[src/rtl/phold_engine.sv]
// PHOLD event engine: retires the earliest pending event by incrementing its
// target LP counter through MC port 0, then reschedules it pseudo-randomly.
module phold_engine #(
  parameter int unsigned NUM_MC_PORTS    = 1,
  parameter int unsigned SIM_END_TIME    = 1000,
  parameter int unsigned MC_RTNCTL_WIDTH = 32,
  parameter int unsigned TIME_WID        = 16,
  parameter int unsigned NUM_LP          = 8
) (
  input  logic                       clk,
  input  logic                       rst_n,
  input  logic [47:0]                addr,
  output logic [TIME_WID-1:0]        gvt,
  output logic                       rtn_vld,
  output logic                       mc_rq_vld,
  output logic [2:0]                 mc_rq_cmd,
  output logic [3:0]                 mc_rq_scmd,
  output logic [47:0]                mc_rq_vadr,
  output logic [1:0]                 mc_rq_size,
  output logic [MC_RTNCTL_WIDTH-1:0] mc_rq_rtnctl,
  output logic [63:0]                mc_rq_data,
  output logic                       mc_rq_flush,
  input  logic                       mc_rq_stall,
  input  logic                       mc_rs_vld,
  input  logic [2:0]                 mc_rs_cmd,
  input  logic [3:0]                 mc_rs_scmd,
  input  logic [MC_RTNCTL_WIDTH-1:0] mc_rs_rtnctl,
  input  logic [63:0]                mc_rs_data,
  output logic                       mc_rs_stall
);
  localparam int unsigned LP_W = (NUM_LP > 1) ? $clog2(NUM_LP) : 1;
  localparam int unsigned TW1  = TIME_WID + 1;
  localparam logic [15:0] LFSR_SEED = 16'hACE1;
  localparam logic [15:0] LFSR_TAPS = 16'hB400;

  typedef enum logic [2:0] {
    S_INIT, S_SCAN, S_RD_REQ, S_RD_WAIT, S_WR_REQ, S_WR_WAIT, S_UPDATE, S_DONE
  } state_e;

  state_e                     state_q, state_d;
  logic [LP_W-1:0]            scan_idx_q, scan_idx_d;
  logic [TIME_WID-1:0]        min_time_q, min_time_d;
  logic [LP_W-1:0]            min_idx_q, min_idx_d;
  logic [LP_W-1:0]            sel_q, sel_d;
  logic [LP_W-1:0]            dest_q, dest_d;
  logic [TIME_WID-1:0]        gvt_q, gvt_d;
  logic                       rtn_vld_q, rtn_vld_d;
  logic [15:0]                lfsr_q, lfsr_d;
  logic [TIME_WID-1:0]        pool_time_q [NUM_LP];
  logic [TIME_WID-1:0]        pool_time_d [NUM_LP];
  logic [LP_W-1:0]            pool_dest_q [NUM_LP];
  logic [LP_W-1:0]            pool_dest_d [NUM_LP];
  logic                       rq_vld_q, rq_vld_d;
  logic [2:0]                 rq_cmd_q, rq_cmd_d;
  logic [47:0]                rq_vadr_q, rq_vadr_d;
  logic [1:0]                 rq_size_q, rq_size_d;
  logic [MC_RTNCTL_WIDTH-1:0] rq_rtnctl_q, rq_rtnctl_d;
  logic [63:0]                rq_data_q, rq_data_d;

  logic [TIME_WID-1:0] cur_time_c, best_time_c;
  logic [LP_W-1:0]     best_idx_c, tgt_c;
  logic [47:0]         vadr_c;
  logic [15:0]         lfsr_nxt_c;
  logic [TW1-1:0]      new_time_c;
  logic                rs_tag_hit_c;
  logic                unused_c;

  // Scan datapath: running minimum including this cycle's entry; ties keep the lower index
  always_comb begin
    cur_time_c = pool_time_q[scan_idx_q];
    if ((scan_idx_q == '0) || (cur_time_c < min_time_q)) begin
      best_time_c = cur_time_c;
      best_idx_c  = scan_idx_q;
    end else begin
      best_time_c = min_time_q;
      best_idx_c  = min_idx_q;
    end
    tgt_c        = (state_q == S_SCAN) ? pool_dest_q[best_idx_c] : dest_q;
    vadr_c       = addr + 48'({tgt_c, 3'b000});
    rs_tag_hit_c = mc_rs_vld && (mc_rs_rtnctl == MC_RTNCTL_WIDTH'(tgt_c));
    lfsr_nxt_c   = {1'b0, lfsr_q[15:1]} ^ (lfsr_q[0] ? LFSR_TAPS : 16'h0000);
    new_time_c   = {1'b0, pool_time_q[sel_q]} + TW1'(lfsr_nxt_c[7:4]) + TW1'(1);
  end

  always_comb begin
    state_d     = state_q;
    scan_idx_d  = scan_idx_q;
    min_time_d  = min_time_q;
    min_idx_d   = min_idx_q;
    sel_d       = sel_q;
    dest_d      = dest_q;
    gvt_d       = gvt_q;
    rtn_vld_d   = rtn_vld_q;
    lfsr_d      = lfsr_q;
    pool_time_d = pool_time_q;
    pool_dest_d = pool_dest_q;
    rq_vld_d    = rq_vld_q;
    rq_cmd_d    = rq_cmd_q;
    rq_vadr_d   = rq_vadr_q;
    rq_size_d   = 2'd3;
    rq_rtnctl_d = rq_rtnctl_q;
    rq_data_d   = rq_data_q;
    case (state_q)
      S_INIT: begin
        scan_idx_d = '0;
        state_d    = S_SCAN;
      end
      S_SCAN: begin
        scan_idx_d = scan_idx_q + LP_W'(1);
        min_time_d = best_time_c;
        min_idx_d  = best_idx_c;
        if (scan_idx_q == LP_W'(NUM_LP - 1)) begin
          gvt_d  = best_time_c;
          sel_d  = best_idx_c;
          dest_d = tgt_c;
          if (best_time_c >= TIME_WID'(SIM_END_TIME)) begin
            rtn_vld_d = 1'b1;
            state_d   = S_DONE;
          end else begin
            rq_vld_d    = 1'b1;
            rq_cmd_d    = 3'd1;
            rq_vadr_d   = vadr_c;
            rq_rtnctl_d = MC_RTNCTL_WIDTH'(tgt_c);
            rq_data_d   = 64'd0;
            state_d     = S_RD_REQ;
          end
        end
      end
      S_RD_REQ, S_WR_REQ: begin
        // Request fields hold until the MC takes them
        if (!mc_rq_stall) begin
          rq_vld_d    = 1'b0;
          rq_cmd_d    = 3'd0;
          rq_vadr_d   = 48'd0;
          rq_rtnctl_d = '0;
          rq_data_d   = 64'd0;
          if (state_q == S_RD_REQ) state_d = S_RD_WAIT;
          else                     state_d = S_WR_WAIT;
        end
      end
      S_RD_WAIT: begin
        if (rs_tag_hit_c && (mc_rs_cmd == 3'd2)) begin
          rq_vld_d    = 1'b1;
          rq_cmd_d    = 3'd2;
          rq_vadr_d   = vadr_c;
          rq_rtnctl_d = MC_RTNCTL_WIDTH'(dest_q);
          rq_data_d   = mc_rs_data + 64'd1;
          state_d     = S_WR_REQ;
        end
      end
      S_WR_WAIT: begin
        if (rs_tag_hit_c && (mc_rs_cmd == 3'd3)) state_d = S_UPDATE;
      end
      S_UPDATE: begin
        // Reschedule with the freshly advanced LFSR: delay 1..16, saturating
        lfsr_d             = lfsr_nxt_c;
        pool_time_d[sel_q] = new_time_c[TIME_WID] ? '1 : new_time_c[TIME_WID-1:0];
        pool_dest_d[sel_q] = lfsr_nxt_c[LP_W-1:0];
        state_d            = S_SCAN;
      end
      S_DONE: begin
        rtn_vld_d = 1'b1;
        rq_vld_d  = 1'b0;
      end
      default: state_d = S_INIT;
    endcase
  end

  always_ff @(posedge clk or negedge rst_n) begin
    if (!rst_n) begin
      state_q     <= S_INIT;
      scan_idx_q  <= '0;
      min_time_q  <= '0;
      min_idx_q   <= '0;
      sel_q       <= '0;
      dest_q      <= '0;
      gvt_q       <= '0;
      rtn_vld_q   <= 1'b0;
      lfsr_q      <= LFSR_SEED;
      for (int i = 0; i < int'(NUM_LP); i++) begin
        pool_time_q[i] <= '0;
        pool_dest_q[i] <= LP_W'(i);
      end
      rq_vld_q    <= 1'b0;
      rq_cmd_q    <= 3'd0;
      rq_vadr_q   <= 48'd0;
      rq_size_q   <= 2'd0;
      rq_rtnctl_q <= '0;
      rq_data_q   <= 64'd0;
    end else begin
      state_q     <= state_d;
      scan_idx_q  <= scan_idx_d;
      min_time_q  <= min_time_d;
      min_idx_q   <= min_idx_d;
      sel_q       <= sel_d;
      dest_q      <= dest_d;
      gvt_q       <= gvt_d;
      rtn_vld_q   <= rtn_vld_d;
      lfsr_q      <= lfsr_d;
      pool_time_q <= pool_time_d;
      pool_dest_q <= pool_dest_d;
      rq_vld_q    <= rq_vld_d;
      rq_cmd_q    <= rq_cmd_d;
      rq_vadr_q   <= rq_vadr_d;
      rq_size_q   <= rq_size_d;
      rq_rtnctl_q <= rq_rtnctl_d;
      rq_data_q   <= rq_data_d;
    end
  end

  assign gvt          = gvt_q;
  assign rtn_vld      = rtn_vld_q;
  assign mc_rq_vld    = rq_vld_q;
  assign mc_rq_cmd    = rq_cmd_q;
  assign mc_rq_scmd   = 4'd0;
  assign mc_rq_vadr   = rq_vadr_q;
  assign mc_rq_size   = rq_size_q;
  assign mc_rq_rtnctl = rq_rtnctl_q;
  assign mc_rq_data   = rq_data_q;
  assign mc_rq_flush  = 1'b0;
  assign mc_rs_stall  = 1'b0;

  // Only port 0 exists here and the response sub-command carries nothing we need
  assign unused_c = ^{mc_rs_scmd, 1'(NUM_MC_PORTS)};
endmodule

[config.mk]
export PLATFORM = sky130hd
export DESIGN_NAME = phold_engine
export DESIGN_NICKNAME = d
export VERILOG_FILES = /design/src/rtl/phold_engine.sv
export SDC_FILE = /design/constraint.sdc
export NUM_CORES = 1
export LEC_CHECK = 0
export ABC_AREA = 1
export CORE_MARGIN = 2
export CORE_UTILIZATION = 50
export DETAILED_ROUTE_END_ITERATION = 8
export PLACE_DENSITY = 0.76
export SYNTH_ARGS = -nofsm -noshare
export SYNTH_HDL_FRONTEND = slang
export SYNTH_SLANG_ARGS = --single-unit
[constraint.sdc]
create_clock -name clk -period 6.65 [get_ports clk]
set_input_delay 1.33 -clock clk [delete_from_list [all_inputs] [get_ports clk]]
set_output_delay 1.33 -clock clk [all_outputs]
set_load 0.01 [all_outputs]
==> flow_summary_export.csv <==
group,metric,value,unit
critical_path,critPathSlowestCell,"dfrtp_2",
hold_path,min_path_type,"reg -> reg",
layout,final-instance-count-excl-fill,3475,
timing,clock_skew,0.0174,ns
route,drt-wirelength-per-cell,17.8,µm
critical_path,critPathKind,"reg -> reg",
die,die_h,202,µm
clocking,cts-buffers-inserted,38,
grt,grt_pass1_wl,97.0,mm
logic_synthesis,yosys_warnings,0,
logic_synthesis,synth_largest_area_cell,"dfrtp_1",
clocking,htreeDepth,2,
layout,nets,3110,
critical_path,required,7.09,ns
die,ios,328,
clocking,cts.sinks,335,
power_and_ir_drop,peakVddDrop,0.311,mV
timing,relSlewSlack,0.251,
grt,antenna_found_initial,0,
critical_path,worstPathMaxFanout,14,
die,coreArea,38600,µm²
clocking,clk_latency,0.55,ns
route,routed_wl,61.9,mm
clocking,cts_hold_buf,0,
power_and_ir_drop,p_leak,10.9,nW
route,viasPerCell,5.64,
layout,fillers,3239,
grt,grt_pass1_vias,18563,
logic_synthesis,synth.most_common_cell,"nand2_1",
timing,drv_slew,0,
run_status,outcome,"finished, final reports clean",
layout,areaGrowthSynthToFinish,27.3,%
timing,finalCriticalPeriod,6.32,ns
timing,setup_violations,0,
placed_design,post-place-cells,3382,
job,cap_viol_max_count,0,
grt,grt_remaining_overflow,0,
timing,hold_viol,0,
timing,rsz0062_at_grt,"true",
logic_synthesis,synthFlopType,"dfrtp_1",
clocking,cts_buffer_depth,3,
logic_synthesis,netlist.area_leader.share,0.404,
route,drt_iter0_drc,2004,
logic_synthesis,synth.yosys.seq_area_share,0.431,
critical_path,end_kind,"flop",
die,rows,72,
clocking,cts_tree,"yes",
logic_synthesis,syn_area,19500,µm²
placed_design,io_buffers,287,
die,start_util,0.506,
timing,post-route-period-util,0.951,
logic_synthesis,synth_edf_count,0,
route,dr.pass1.iters,6,
die,dieArea,40600,µm²
logic_synthesis,synthArstFlopShare,1.00,
clocking,cts-root-buf,"clkbuf_16",
timing,timing.fmax,0.158,GHz
logic_synthesis,synth_cell_types,48,
placed_design,finalWeightedCongestion,0.958,
placed_design,dp_hpwl,43.4,mm
grt,grt_max_degree,111,
critical_path,start_kind,"flop",
logic_synthesis,ys_ff_latch,335,
critical_path,critPathMaxStageDelay,0.48,ns
power_and_ir_drop,p_per_area,411,nW/µm²
critical_path,crit_arrival,6.76,ns
grt,grtUsageTotal,0.295,
logic_synthesis,yosys-top-cells-count,"685 x nand2_1, 315 x dfrtp_1, 310 x inv_1",
layout,drive_above_1_share,0.109,
logic_synthesis,netlist_instances,2619,
logic_synthesis,avgSynthCellArea,7.46,µm²
timing,worst_slew_pin_slew,1.12,ns
clocking,clk_pin_slew_worst_paths,0.06,ns
route,drc,0,
power_and_ir_drop,totalPowerFinal,10.2,mW
logic_synthesis,synth_area_leaders,"dfrtp_1 40%, nand2_1 13%, o21ai_0 7.4%",
route,num_vias,19590,
critical_path,crit_path_frequent_cell,"nand2_1",
route,drt.antenna.violating_nets,0,
layout,diodes,0,
die,die_w,202,µm
==> layer usage <==
| layer | vias up | global-route usage | share of wire |
|---|---|---|---|
| li1 | 9246 | - | - |
| met1 | 9092 | 0.388 | 0.39 |
| met2 | 1052 | 0.472 | 0.46 |
| met3 | 200 | 0.0570 | 0.099 |
| met4 | 0 | 0.138 | 0.047 |
| met5 | - | 0 | 0 |
==> cells by family after synthesis <==
family	share of synthesized area
XOR/XNOR	0.0135
adder cells (fa/ha/maj)	0.0187
flip-flops	0.431
AND/OR/NAND/NOR	0.256
AO/OA/AOI/OAI	0.176
buffers and inverters	0.105
other	0.000385
==> stage by stage <==
step / cell area, µm² / hold WS, ns / util / setup TNS [ns] / worst slack (ns)
5_1_grt: 24900 / 0.500 / 0.645 / -0.584 / -0.183
4_1_cts: 24400 / 0.473 / 0.632 / 0 / 0.0173
3_5_place_dp: 23000 / 0.455 / 0.596 / 0 / 0.0279
2_1_floorplan: 19700 / 0.442 / - / 0 / 0.639
6_report: 24900 / 0.470 / 0.645 / 0 / 0.327
3_3_place_gp: 23000 / 0.456 / 0.596 / 0 / 0.232
==> worst paths after layout <==
path / start / slack (ns) / cells past startpoint / endpoint
hold / removal: rtn_vld / 0.47 / 1 / rtn_vld
max in group asynchronous: rst_n / 4.38 / 2 / pool_time_q[32]
setup reg to reg: scan_idx_q[0] / 0.33 / 47 / mc_rq_vadr[43]
min in group asynchronous: rst_n / 0.83 / 1 / mc_rq_size[0]
hold reg to reg: rtn_vld / 0.47 / 1 / rtn_vld
setup / recovery: scan_idx_q[0] / 0.33 / 47 / mc_rq_vadr[43]
==> registers in the layout, indices dropped and copies added, names as in the netlist <==
signal and count:
dest_q 3, gvt 16, lfsr_q 16, mc_rq_cmd 2, mc_rq_data 64, mc_rq_rtnctl 3, mc_rq_size 1, mc_rq_vadr 48
mc_rq_vld 1, min_idx_q 3, min_time_q 16, pool_dest_q 24, pool_time_q 128, rtn_vld 1, scan_idx_q 3, sel_q 3
state_q 3
==> report_power, final <==
group	leakage, nW	internal (mW)	total, mW	switching (mW)
clock network	0.681	1.41	2.27	0.865
registers	4.48	2.47	2.72	0.254
logic	5.73	2.12	5.21	3.10
==> critical path, delay by kind of cell (launching register included) <==
| family | cells | cell delay, ns |
|---|---|---|
| simple gates | 31 | 3.13 |
| flops | 1 | 0.48 |
| compound gates | 8 | 1.29 |
| fa+ha+maj | 2 | 0.49 |
| buf+inv | 6 | 0.80 |
==> cell usage in the layout, fill, tap and decap left out, types with 6 or more instances in the layout <==
cell type and n:
nand4_1 49, buf_6 6, inv_1 307, o21ai_2 56, nand2_1 679, nand3_2 7
nor2_1 122, a21oi_2 7, nor3_1 44, clkbuf_16 44, clkbuf_8 15, o211ai_1 9
nand3b_1 9, xor2_1 20, or2_2 19, buf_12 9, buf_4 73, nor3_2 12
ha_1 23, o21ai_0 268, clkdlybuf4s50_1 286, a22oi_1 11, dfrtp_1 314, conb_1 37
nor4_1 43, inv_2 7, nand2_2 9, nand3_1 143, a221oi_1 20, a31oi_1 12
o21ai_1 88, a21oi_1 87, dfstp_2 20, o22ai_1 25, nor2_2 8, xnor2_1 10
==> layout make-up <==
cell class | instances | area [µm²] | share of cell area
tap | 518 | 648 | 0.0261
inverter | 319 | 1210 | 0.0487
multi-input combinational | 1854 | 9460 | 0.380
sequential | 335 | 8410 | 0.338
clock inverter | 9 | 126 | 0.00508
timing repair buffer | 379 | 3760 | 0.151
clock buffer | 61 | 1250 | 0.0503
==> timing repair <==
| action | CTS | global route |
|---|---|---|
| setup endpoints to repair | 2 | 15 |
| resized for setup | 1 | 84 |
| setup buffers | 0 | 20 |
| gates cloned | 0 | 3 |
| pin swaps | 1 | 12 |
Power figures use the tool's default switching activity.
